File: config.mk
export PLATFORM = sky130hd
export DESIGN_NAME = combo_event_sequencer_flat
export DESIGN_NICKNAME = d
export VERILOG_FILES = /design/src/rtl/combo_event_sequencer_if.sv /design/src/rtl/combo_event_sequencer.sv /design/src/flat_wrapper.sv
export SDC_FILE = /design/constraint.sdc
export NUM_CORES = 1
export LEC_CHECK = 0
export CAP_MARGIN = 40
export CORE_UTILIZATION = 47
export CTS_CLUSTER_SIZE = 25
export DETAILED_ROUTE_END_ITERATION = 7
export GPL_ROUTABILITY_DRIVEN = 1
export PLACE_DENSITY = 0.74
export SLEW_MARGIN = 15
export SYNTH_ARGS = -nofsm -noshare
export SYNTH_HDL_FRONTEND = slang
export SYNTH_SLANG_ARGS = --single-unit
File: constraint.sdc
create_clock -name clk -period 4.75 [get_ports clk]
set_input_delay 0.7125 -clock clk [delete_from_list [all_inputs] [get_ports clk]]
set_output_delay 0.7125 -clock clk [all_outputs]
set_load 0.03 [all_outputs]
File: src/rtl/combo_event_sequencer_if.sv
// Handshake bundle between the mole-grid request logic and the combo event sequencer.
// With COMBO_STATS_EN defined the bundle also carries the hit/miss statistics counters.
interface combo_event_sequencer_if #(
  parameter int FIFO_DEPTH = 4
);
  logic                          game_active;
  logic                          hit_req;
  logic                          full_clear;
  logic                          miss_req;
  logic                          miss;
  logic                          non_full_clear_hit;
  logic                          full_clear_hit;
  logic                          busy;
  logic                          overflow;
  logic [$clog2(FIFO_DEPTH):0]   queue_level;
`ifdef COMBO_STATS_EN
  logic [7:0]                    hit_count;
  logic [7:0]                    miss_count;

  modport master (
    output game_active, hit_req, full_clear, miss_req,
    input  miss, non_full_clear_hit, full_clear_hit, busy, overflow, queue_level,
    input  hit_count, miss_count
  );

  modport slave (
    input  game_active, hit_req, full_clear, miss_req,
    output miss, non_full_clear_hit, full_clear_hit, busy, overflow, queue_level,
    output hit_count, miss_count
  );
`else
  modport master (
    output game_active, hit_req, full_clear, miss_req,
    input  miss, non_full_clear_hit, full_clear_hit, busy, overflow, queue_level
  );

  modport slave (
    input  game_active, hit_req, full_clear, miss_req,
    output miss, non_full_clear_hit, full_clear_hit, busy, overflow, queue_level
  );
`endif
endinterface

File: src/rtl/combo_event_sequencer.sv
// Edge-detects hit/miss requests, queues them and replays them as exclusive one-cycle pulses
// for the combo counter. COMBO_STATS_EN adds saturating hit_count/miss_count outputs.
module combo_event_sequencer #(
  parameter int FIFO_DEPTH = 4,
  parameter int GAP_CYCLES = 1
) (
  input  logic                    clk,
  input  logic                    reset_n,
  combo_event_sequencer_if.slave  bus
);

  localparam int AW = $clog2(FIFO_DEPTH);
  localparam int CW = AW + 1;
  localparam int GW = (GAP_CYCLES > 2) ? $clog2(GAP_CYCLES) : 1;
  localparam logic [GW-1:0] GAP_LAST = GW'((GAP_CYCLES > 0) ? GAP_CYCLES - 1 : 0);
  localparam logic [CW-1:0] DEPTH_C  = CW'(FIFO_DEPTH);
  localparam bit            HAS_GAP  = (GAP_CYCLES > 0);

  localparam logic [1:0] EV_NFC  = 2'b01;
  localparam logic [1:0] EV_FC   = 2'b10;
  localparam logic [1:0] EV_MISS = 2'b11;

  typedef enum logic [1:0] {
    ST_IDLE  = 2'b00,
    ST_ISSUE = 2'b01,
    ST_GAP   = 2'b10
  } state_t;

  state_t          state_r;
  state_t          next_state_s;
  logic [GW-1:0]   gap_cnt_r;

  logic            hit_q_r;
  logic            miss_q_r;
  logic [1:0]      mem_r [FIFO_DEPTH];
  logic [AW-1:0]   wr_ptr_r;
  logic [AW-1:0]   rd_ptr_r;
  logic [CW-1:0]   count_r;

  logic            hit_ev_s;
  logic            miss_ev_s;
  logic [1:0]      hit_code_s;
  logic            has_entry_s;
  logic            pop_s;
  logic [CW-1:0]   avail_s;
  logic            wr_hit_s;
  logic            wr_miss_s;
  logic            drop_s;
  logic [CW-1:0]   count_nxt_s;

  logic [1:0]      pulse_code_s;
  logic            miss_d_s;
  logic            nfc_d_s;
  logic            fc_d_s;
  logic            busy_d_s;

  logic            miss_r;
  logic            nfc_r;
  logic            fc_r;
  logic            busy_r;
  logic            overflow_r;

  assign has_entry_s = (count_r != {CW{1'b0}});
  assign pop_s       = (next_state_s == ST_ISSUE);

  // FSM state register and gap counter
  always_ff @(posedge clk or negedge reset_n) begin
    if (!reset_n) begin
      state_r   <= ST_IDLE;
      gap_cnt_r <= {GW{1'b0}};
    end else begin
      state_r <= next_state_s;
      if (state_r == ST_GAP) begin
        gap_cnt_r <= gap_cnt_r + {{(GW-1){1'b0}}, 1'b1};
      end else begin
        gap_cnt_r <= {GW{1'b0}};
      end
    end
  end

  // Next-state logic; the last gap cycle hands straight to ISSUE so the gap is exactly GAP_CYCLES
  always_comb begin
    next_state_s = ST_IDLE;
    if (!bus.game_active) begin
      next_state_s = ST_IDLE;
    end else begin
      case (state_r)
        ST_IDLE: begin
          if (has_entry_s) next_state_s = ST_ISSUE;
          else             next_state_s = ST_IDLE;
        end
        ST_ISSUE: begin
          if (HAS_GAP)          next_state_s = ST_GAP;
          else if (has_entry_s) next_state_s = ST_ISSUE;
          else                  next_state_s = ST_IDLE;
        end
        ST_GAP: begin
          if (gap_cnt_r != GAP_LAST) next_state_s = ST_GAP;
          else if (has_entry_s)      next_state_s = ST_ISSUE;
          else                       next_state_s = ST_IDLE;
        end
        default: next_state_s = ST_IDLE;
      endcase
    end
  end

  // Edge detection and enqueue arbitration: hit takes the first free slot, miss the second
  always_comb begin
    hit_ev_s   = bus.hit_req & ~hit_q_r;
    miss_ev_s  = bus.miss_req & ~miss_q_r;
    if (bus.full_clear) hit_code_s = EV_FC;
    else                hit_code_s = EV_NFC;
    avail_s    = DEPTH_C - count_r + CW'(pop_s);
    wr_hit_s   = bus.game_active & hit_ev_s & (avail_s != {CW{1'b0}});
    wr_miss_s  = bus.game_active & miss_ev_s & (avail_s > CW'(wr_hit_s));
    drop_s     = bus.game_active & ((hit_ev_s & ~wr_hit_s) | (miss_ev_s & ~wr_miss_s));
    if (bus.game_active) begin
      count_nxt_s = count_r + CW'(wr_hit_s) + CW'(wr_miss_s) - CW'(pop_s);
    end else begin
      count_nxt_s = {CW{1'b0}};
    end
  end

  // Output decode: pulses are computed for the cycle the FSM enters ISSUE
  always_comb begin
    if (pop_s) pulse_code_s = mem_r[rd_ptr_r];
    else       pulse_code_s = 2'b00;
    miss_d_s = (pulse_code_s == EV_MISS);
    nfc_d_s  = (pulse_code_s == EV_NFC);
    fc_d_s   = (pulse_code_s == EV_FC);
    busy_d_s = (count_nxt_s != {CW{1'b0}}) | (next_state_s != ST_IDLE);
  end

  // Request edge registers keep tracking even while the game is inactive
  always_ff @(posedge clk or negedge reset_n) begin
    if (!reset_n) begin
      hit_q_r  <= 1'b0;
      miss_q_r <= 1'b0;
    end else begin
      hit_q_r  <= bus.hit_req;
      miss_q_r <= bus.miss_req;
    end
  end

  // Event queue storage, pointers and occupancy
  always_ff @(posedge clk or negedge reset_n) begin
    if (!reset_n) begin
      for (int i = 0; i < FIFO_DEPTH; i++) mem_r[i] <= 2'b00;
      wr_ptr_r <= {AW{1'b0}};
      rd_ptr_r <= {AW{1'b0}};
      count_r  <= {CW{1'b0}};
    end else if (!bus.game_active) begin
      wr_ptr_r <= {AW{1'b0}};
      rd_ptr_r <= {AW{1'b0}};
      count_r  <= {CW{1'b0}};
    end else begin
      if (wr_hit_s)  mem_r[wr_ptr_r] <= hit_code_s;
      if (wr_miss_s) mem_r[wr_ptr_r + AW'(wr_hit_s)] <= EV_MISS;
      wr_ptr_r <= wr_ptr_r + AW'(wr_hit_s) + AW'(wr_miss_s);
      rd_ptr_r <= rd_ptr_r + AW'(pop_s);
      count_r  <= count_nxt_s;
    end
  end

  // Registered pulse, busy and sticky overflow outputs
  always_ff @(posedge clk or negedge reset_n) begin
    if (!reset_n) begin
      miss_r     <= 1'b0;
      nfc_r      <= 1'b0;
      fc_r       <= 1'b0;
      busy_r     <= 1'b0;
      overflow_r <= 1'b0;
    end else begin
      miss_r     <= miss_d_s;
      nfc_r      <= nfc_d_s;
      fc_r       <= fc_d_s;
      busy_r     <= busy_d_s;
      overflow_r <= overflow_r | drop_s;
    end
  end

  assign bus.miss               = miss_r;
  assign bus.non_full_clear_hit = nfc_r;
  assign bus.full_clear_hit     = fc_r;
  assign bus.busy               = busy_r;
  assign bus.overflow           = overflow_r;
  assign bus.queue_level        = count_r;

`ifdef COMBO_STATS_EN
  logic [7:0] hit_cnt_r;
  logic [7:0] miss_cnt_r;

  // Saturating statistics counters, cleared whenever the game is inactive
  always_ff @(posedge clk or negedge reset_n) begin
    if (!reset_n) begin
      hit_cnt_r  <= 8'd0;
      miss_cnt_r <= 8'd0;
    end else if (!bus.game_active) begin
      hit_cnt_r  <= 8'd0;
      miss_cnt_r <= 8'd0;
    end else begin
      if ((nfc_d_s | fc_d_s) && (hit_cnt_r != 8'hFF)) hit_cnt_r <= hit_cnt_r + 8'd1;
      if (miss_d_s && (miss_cnt_r != 8'hFF))          miss_cnt_r <= miss_cnt_r + 8'd1;
    end
  end

  assign bus.hit_count  = hit_cnt_r;
  assign bus.miss_count = miss_cnt_r;
`endif

endmodule

File: src/flat_wrapper.sv
// flat-port wrapper written by rule: the top's interface ports become plain ports
module combo_event_sequencer_flat 
#(
  parameter int FIFO_DEPTH = 4,
  parameter int GAP_CYCLES = 1
)
  (clk, reset_n, bus_game_active, bus_hit_req, bus_full_clear, bus_miss_req, bus_miss, bus_non_full_clear_hit, bus_full_clear_hit, bus_busy, bus_overflow, bus_queue_level);
  combo_event_sequencer_if #(.FIFO_DEPTH(FIFO_DEPTH)) bus_i ();
  input  logic clk;
  input  logic reset_n;
  input wire logic [$bits(bus_i.game_active)-1:0] bus_game_active;
  input wire logic [$bits(bus_i.hit_req)-1:0] bus_hit_req;
  input wire logic [$bits(bus_i.full_clear)-1:0] bus_full_clear;
  input wire logic [$bits(bus_i.miss_req)-1:0] bus_miss_req;
  output wire logic [$bits(bus_i.miss)-1:0] bus_miss;
  output wire logic [$bits(bus_i.non_full_clear_hit)-1:0] bus_non_full_clear_hit;
  output wire logic [$bits(bus_i.full_clear_hit)-1:0] bus_full_clear_hit;
  output wire logic [$bits(bus_i.busy)-1:0] bus_busy;
  output wire logic [$bits(bus_i.overflow)-1:0] bus_overflow;
  output wire logic [$bits(bus_i.queue_level)-1:0] bus_queue_level;
  assign bus_i.game_active = bus_game_active;
  assign bus_i.hit_req = bus_hit_req;
  assign bus_i.full_clear = bus_full_clear;
  assign bus_i.miss_req = bus_miss_req;
  assign bus_miss = bus_i.miss;
  assign bus_non_full_clear_hit = bus_i.non_full_clear_hit;
  assign bus_full_clear_hit = bus_i.full_clear_hit;
  assign bus_busy = bus_i.busy;
  assign bus_overflow = bus_i.overflow;
  assign bus_queue_level = bus_i.queue_level;
  combo_event_sequencer #(.FIFO_DEPTH(FIFO_DEPTH), .GAP_CYCLES(GAP_CYCLES)) u_core (.clk(clk), .reset_n(reset_n), .bus(bus_i));
endmodule
==> impl_summary.txt <==
----------------------------------------------------
[Clock network]
  Clock sink count ... 25
  Latest clock arrival within the worst-skew pair ... 0.31 ns
  CTS tree ... yes
  H-tree levels ... 1
  Clock transition at the registers of the reported paths ... 0.13 ns
  Number of clock buffers inserted by TritonCTS ... 3
  Number of buffers inserted for hold repair after clock tree synthesis ... 0
  Clock root buffer ... sky130_fd_sc_hd__clkbuf_4
  Clock buffer depth ... 2
  Gates resized, CTS repair ... 0
  Setup Fix Bufs, Post-CTS ... 0

[Timing]
  Worst slew pin tran ... 0.6909 ns
  Total count of max-transition violations in the final report ... 0
  Max-slew headroom ... 52.75%
  Setup-violating endpoint count in the final report ... 0
  Setup repair after global routing missed its margin ... no
  Final period utilization ... 95.00%
  Min Tclk post-route ... about 4.5 ns
  Clk_skew ... 0.002020 ns
  Hold Worst Slack ... 0.5077 ns
  Maximum operating frequency ... 221.6 MHz
  Hold Fails Final Rpt ... 0

[Yosys]
  Post-synthesis xor/xnor area fraction ... around 5.5%
  Adder and majority cell fraction of the synthesized area ... 10.14%
  Synthesized instance count ... 107
  Fraction of registers with async set/reset ... 100.0%
  Area share of the leading cell type in the synthesized netlist ... 49.70%
  Nets in the synthesized netlist ... between 100 and 150
  Largest area contributor in the netlist ... sky130_fd_sc_hd__dfrtp_1
  Post-synthesis mux area share ... under 10%
  EDFF count, synth ... 0
  FF+latch count, synth ... 25
  Yosys cell types ... 34
  Syn Std Cell Area ... 1259 um2
  Warning count from the yosys run ... 0
  Compound-Gate Fraction of Synth Area ... 14.02%
  Fraction of the mapped netlist area in simple logic gates ... roughly 14%
  Top cells by area, synth ... sky130_fd_sc_hd__dfrtp_1 (50%), sky130_fd_sc_hd__ha_1 (7.0%), sky130_fd_sc_hd__mux4_2 (3.6%)
  Sequential area share after synthesis ... 49.70%
  Top FF cell, synth ... sky130_fd_sc_hd__dfrtp_1
  Main combinational cell family by area after synthesis ... compound AO/OA/AOI/OAI gates
  Average footprint of a synthesized cell ... about 12 um2

[Floorplanning]
  Total core area ... 2500 um2
  Core Rows ... 18
  Number of I/O pins ... 14
  Floorplan die height ... between 50 and 60 um
  X dimension of the die ... 53.75 um
  Starting density of the core ... 50.35%
  Floorplan die area ... 2889 um2

[Drt]
  Met2 routed wirelength ... 1199 um
  Met1 wire length ... 1021 um
  Count of unresolved DRC violations after routing ... 0
  Via total after detailed routing ... 898
  Number of nets with antenna violations after detailed routing ... 0
  First drt pass iteration count ... 4
  Post-detailed-route wirelength per cell ... around 14 um
  Detail-routed via count per cell ... 5.543
  Drt total wl ... 2331 um
  WL met3 ... 69 um
  Highest metal used ... met4
  Initial drt markers ... 15

[Setup path]
  Startpoint kind of the worst setup timing path ... input port
  Reg-to-reg setup timing slack ... 0.54 ns
  Required time at the worst-slack endpoint ... roughly 5.0 ns
  Worst path cell trace ... clkdlybuf4s50_1, clkinv_1, a2111oi_4, inv_1, ha_1, inv_1, ha_1, nand2b_1, nor2_1, nor2b_2, ha_1, nor2_1, o31ai_1, fa_1, fa_1, xnor2_1, xnor2_1, nor2_1, or4_1
  Data arrival, critical path ... roughly 4.7 ns
  CP Class ... in -> reg
  Critical path capture point type ... flip-flop
  Slowest stage cell on the critical path ... sky130_fd_sc_hd__clkdlybuf4s50_1
  Delay contributed by the slowest stage of the critical path ... 0.48 ns
  Largest fanout on the critical path ... 2

[Power]
  Register share of total power ... around 37%
  Switching power as a share of total power ... 39.72%
  Worst vdd rail ir drop ... between 0.4 and 0.5 mV
  Internal power ... between 0.5 and 0.6 mW
  Reported net switching power ... 0.3745 mW
  Clock network fraction of design power ... 9.9%
  Leakage ... 0.6609 nW
  Share of total power in combinational logic ... 52.6%
  Total power density per cell area ... 617.2 nW/um2

[GRT]
  Wire length of the first global-routing pass ... about 3800 um
  Largest net degree at the start of global routing ... 16
  Global route overflow ... 0
  Number of antenna violations at the first check in global routing ... 0
  Total routing resource utilization after global routing ... 19.03%
  Vias in the first global route ... 925

[Final layout]
  Layout cell share with drive strength beyond 1 ... between 15 and 20%
  Final non-filler cell total ... 162
  Nets ... roughly 150
  Antenna Cells ... 0
  Area Overhead vs Synth ... 21.37%

[Placement]
  Detailed-placement wirelength estimate ... 1892 um
  Instance count after placement with tap cells included ... 158
  Final weighted congestion in routability-driven placement ... between 0.8 and 0.9
  Port Buf Inserts ... 13

[Job]
  Count of max-cap constraint violations ... 0

[Worst hold path]
  Path category of the worst min-delay check ... reg -> reg

[Outcome]
  Status ... finished, final reports clean

----------------------------------------------------
-- worst paths after layout --
kind                            cells after the start                       from                        end
worst max-delay path                               19            bus_game_active            u_core.bus.busy
worst min-delay path                                1        u_core.bus.overflow        u_core.bus.overflow
worst max register to register                     18  u_core.bus.queue_level[2]            u_core.bus.busy
worst min register to register                      1        u_core.bus.overflow        u_core.bus.overflow
max in group asynchronous                           2                    reset_n  u_core.bus.queue_level[1]
min in group asynchronous                           1                    reset_n            u_core.mem_r[2]
-- power groups by stage --
stage / logic [mW] / registers [mW] / clock network [mW]
global placement: 0.475 / 0.353 / 0
detailed placement: 0.497 / 0.359 / 0
global route: 0.552 / 0.364 / 0.103
finish: 0.496 / 0.353 / 0.0938
floorplan: 0.285 / 0.387 / 0
CTS: 0.499 / 0.354 / 0.0977
-- stage by stage --
step | util [%] | power, mW | TNS, ns | cell area [um2] | setup WS [ns]
after floorplan | - | 0.6726 | 0 | 1259 | 0.4517
after global placement | 59.41 | 0.8276 | -0.01294 | 1485 | -0.01294
after detailed placement | 60.01 | 0.8564 | -0.08700 | 1500 | -0.08700
after CTS | 61.11 | 0.9506 | 0 | 1528 | 0.2545
after global routing | 61.11 | 1.018 | 0 | 1528 | 0.02100
final | 61.11 | 0.9430 | 0 | 1528 | 0.2374
-- cells in the final DEF, fill, tap and decap left out, types with 2 or more instances in the layout --
cell | netlist | final
sky130_fd_sc_hd__nand2b_1 | 4 | 4
sky130_fd_sc_hd__mux4_2 | 2 | 2
sky130_fd_sc_hd__o31ai_1 | 3 | 3
sky130_fd_sc_hd__nor3_1 | 2 | 2
sky130_fd_sc_hd__nand3_1 | 2 | 2
sky130_fd_sc_hd__buf_4 | 0 | 9
sky130_fd_sc_hd__ha_1 | 7 | 7
sky130_fd_sc_hd__and2_1 | 2 | 2
sky130_fd_sc_hd__dfrtp_1 | 25 | 25
sky130_fd_sc_hd__o21ai_0 | 6 | 6
sky130_fd_sc_hd__o311ai_0 | 5 | 5
sky130_fd_sc_hd__clkdlybuf4s50_1 | 0 | 13
sky130_fd_sc_hd__and3b_1 | 2 | 2
sky130_fd_sc_hd__xnor2_1 | 5 | 5
sky130_fd_sc_hd__nor2_1 | 9 | 9
sky130_fd_sc_hd__fa_1 | 2 | 2
sky130_fd_sc_hd__a21oi_1 | 2 | 2
sky130_fd_sc_hd__or3_1 | 3 | 3
sky130_fd_sc_hd__clkbuf_4 | 0 | 3
sky130_fd_sc_hd__o211ai_1 | 2 | 2
sky130_fd_sc_hd__inv_1 | 6 | 6
sky130_fd_sc_hd__nand2_1 | 3 | 3
-- layout make-up --
class,count,area [um2]
Sequential cell,25,625.6
Clock buffer,3,22.52
Fill cell,202,972.2
Inverter,8,30.03
Timing Repair Buffer,23,212.7
Multi-Input combinational cell,72,594.3
Clock inverter,1,5.005
Tap cell,30,37.54
-- registers in the layout, summed over array words and instances (netlist names), 2 cells and up --
signal / count
u_core.mem_r: 8
u_core.rd_ptr_r: 2
u_core.bus.queue_level: 3
u_core.wr_ptr_r: 2
u_core.state_r: 2
-- cells in the mapped netlist, types with 2 or more instances --
cell type                  instances
sky130_fd_sc_hd__fa_1              2
sky130_fd_sc_hd__nand2_1           3
sky130_fd_sc_hd__o31ai_1           3
sky130_fd_sc_hd__nor3_1            2
sky130_fd_sc_hd__mux4_2            2
sky130_fd_sc_hd__inv_1             6
sky130_fd_sc_hd__xnor2_1           5
sky130_fd_sc_hd__ha_1              7
sky130_fd_sc_hd__and2_1            2
sky130_fd_sc_hd__a21oi_1           2
sky130_fd_sc_hd__o211ai_1          2
sky130_fd_sc_hd__or3_1             3
sky130_fd_sc_hd__nor2_1            9
sky130_fd_sc_hd__o21ai_0           6
sky130_fd_sc_hd__dfrtp_1          25
sky130_fd_sc_hd__nand3_1           2
sky130_fd_sc_hd__o311ai_0          5
sky130_fd_sc_hd__nand2b_1          4
sky130_fd_sc_hd__and3b_1           2
-- critical path, delay by kind of cell --
family | cells | cell delay (ns)
compound gates | 2 | 0.36
buf+inv | 4 | 0.75
simple gates | 6 | 1.04
xor+xnor | 2 | 0.33
fa+ha+maj | 5 | 1.51
-- routing by layer --
layer  track usage (%)  up-vias
met5                 0        -
met1             22.34      441
met2             33.95       13
met3             3.672        6
met4             7.018        0
li1                  -      438
-- cells by family (layout without fill, tap and decap cells) --
logic type | after synthesis | count (layout)
AO/OA/AOI/OAI | 22 | 22
XOR/XNOR | 7 | 7
flip-flops | 25 | 25
AND/OR/NAND/NOR | 32 | 32
adder cells (fa/ha/maj) | 9 | 9
buffers and inverters | 10 | 35
multiplexers | 2 | 2
Note: power is estimated with default switching activity, not from simulation.
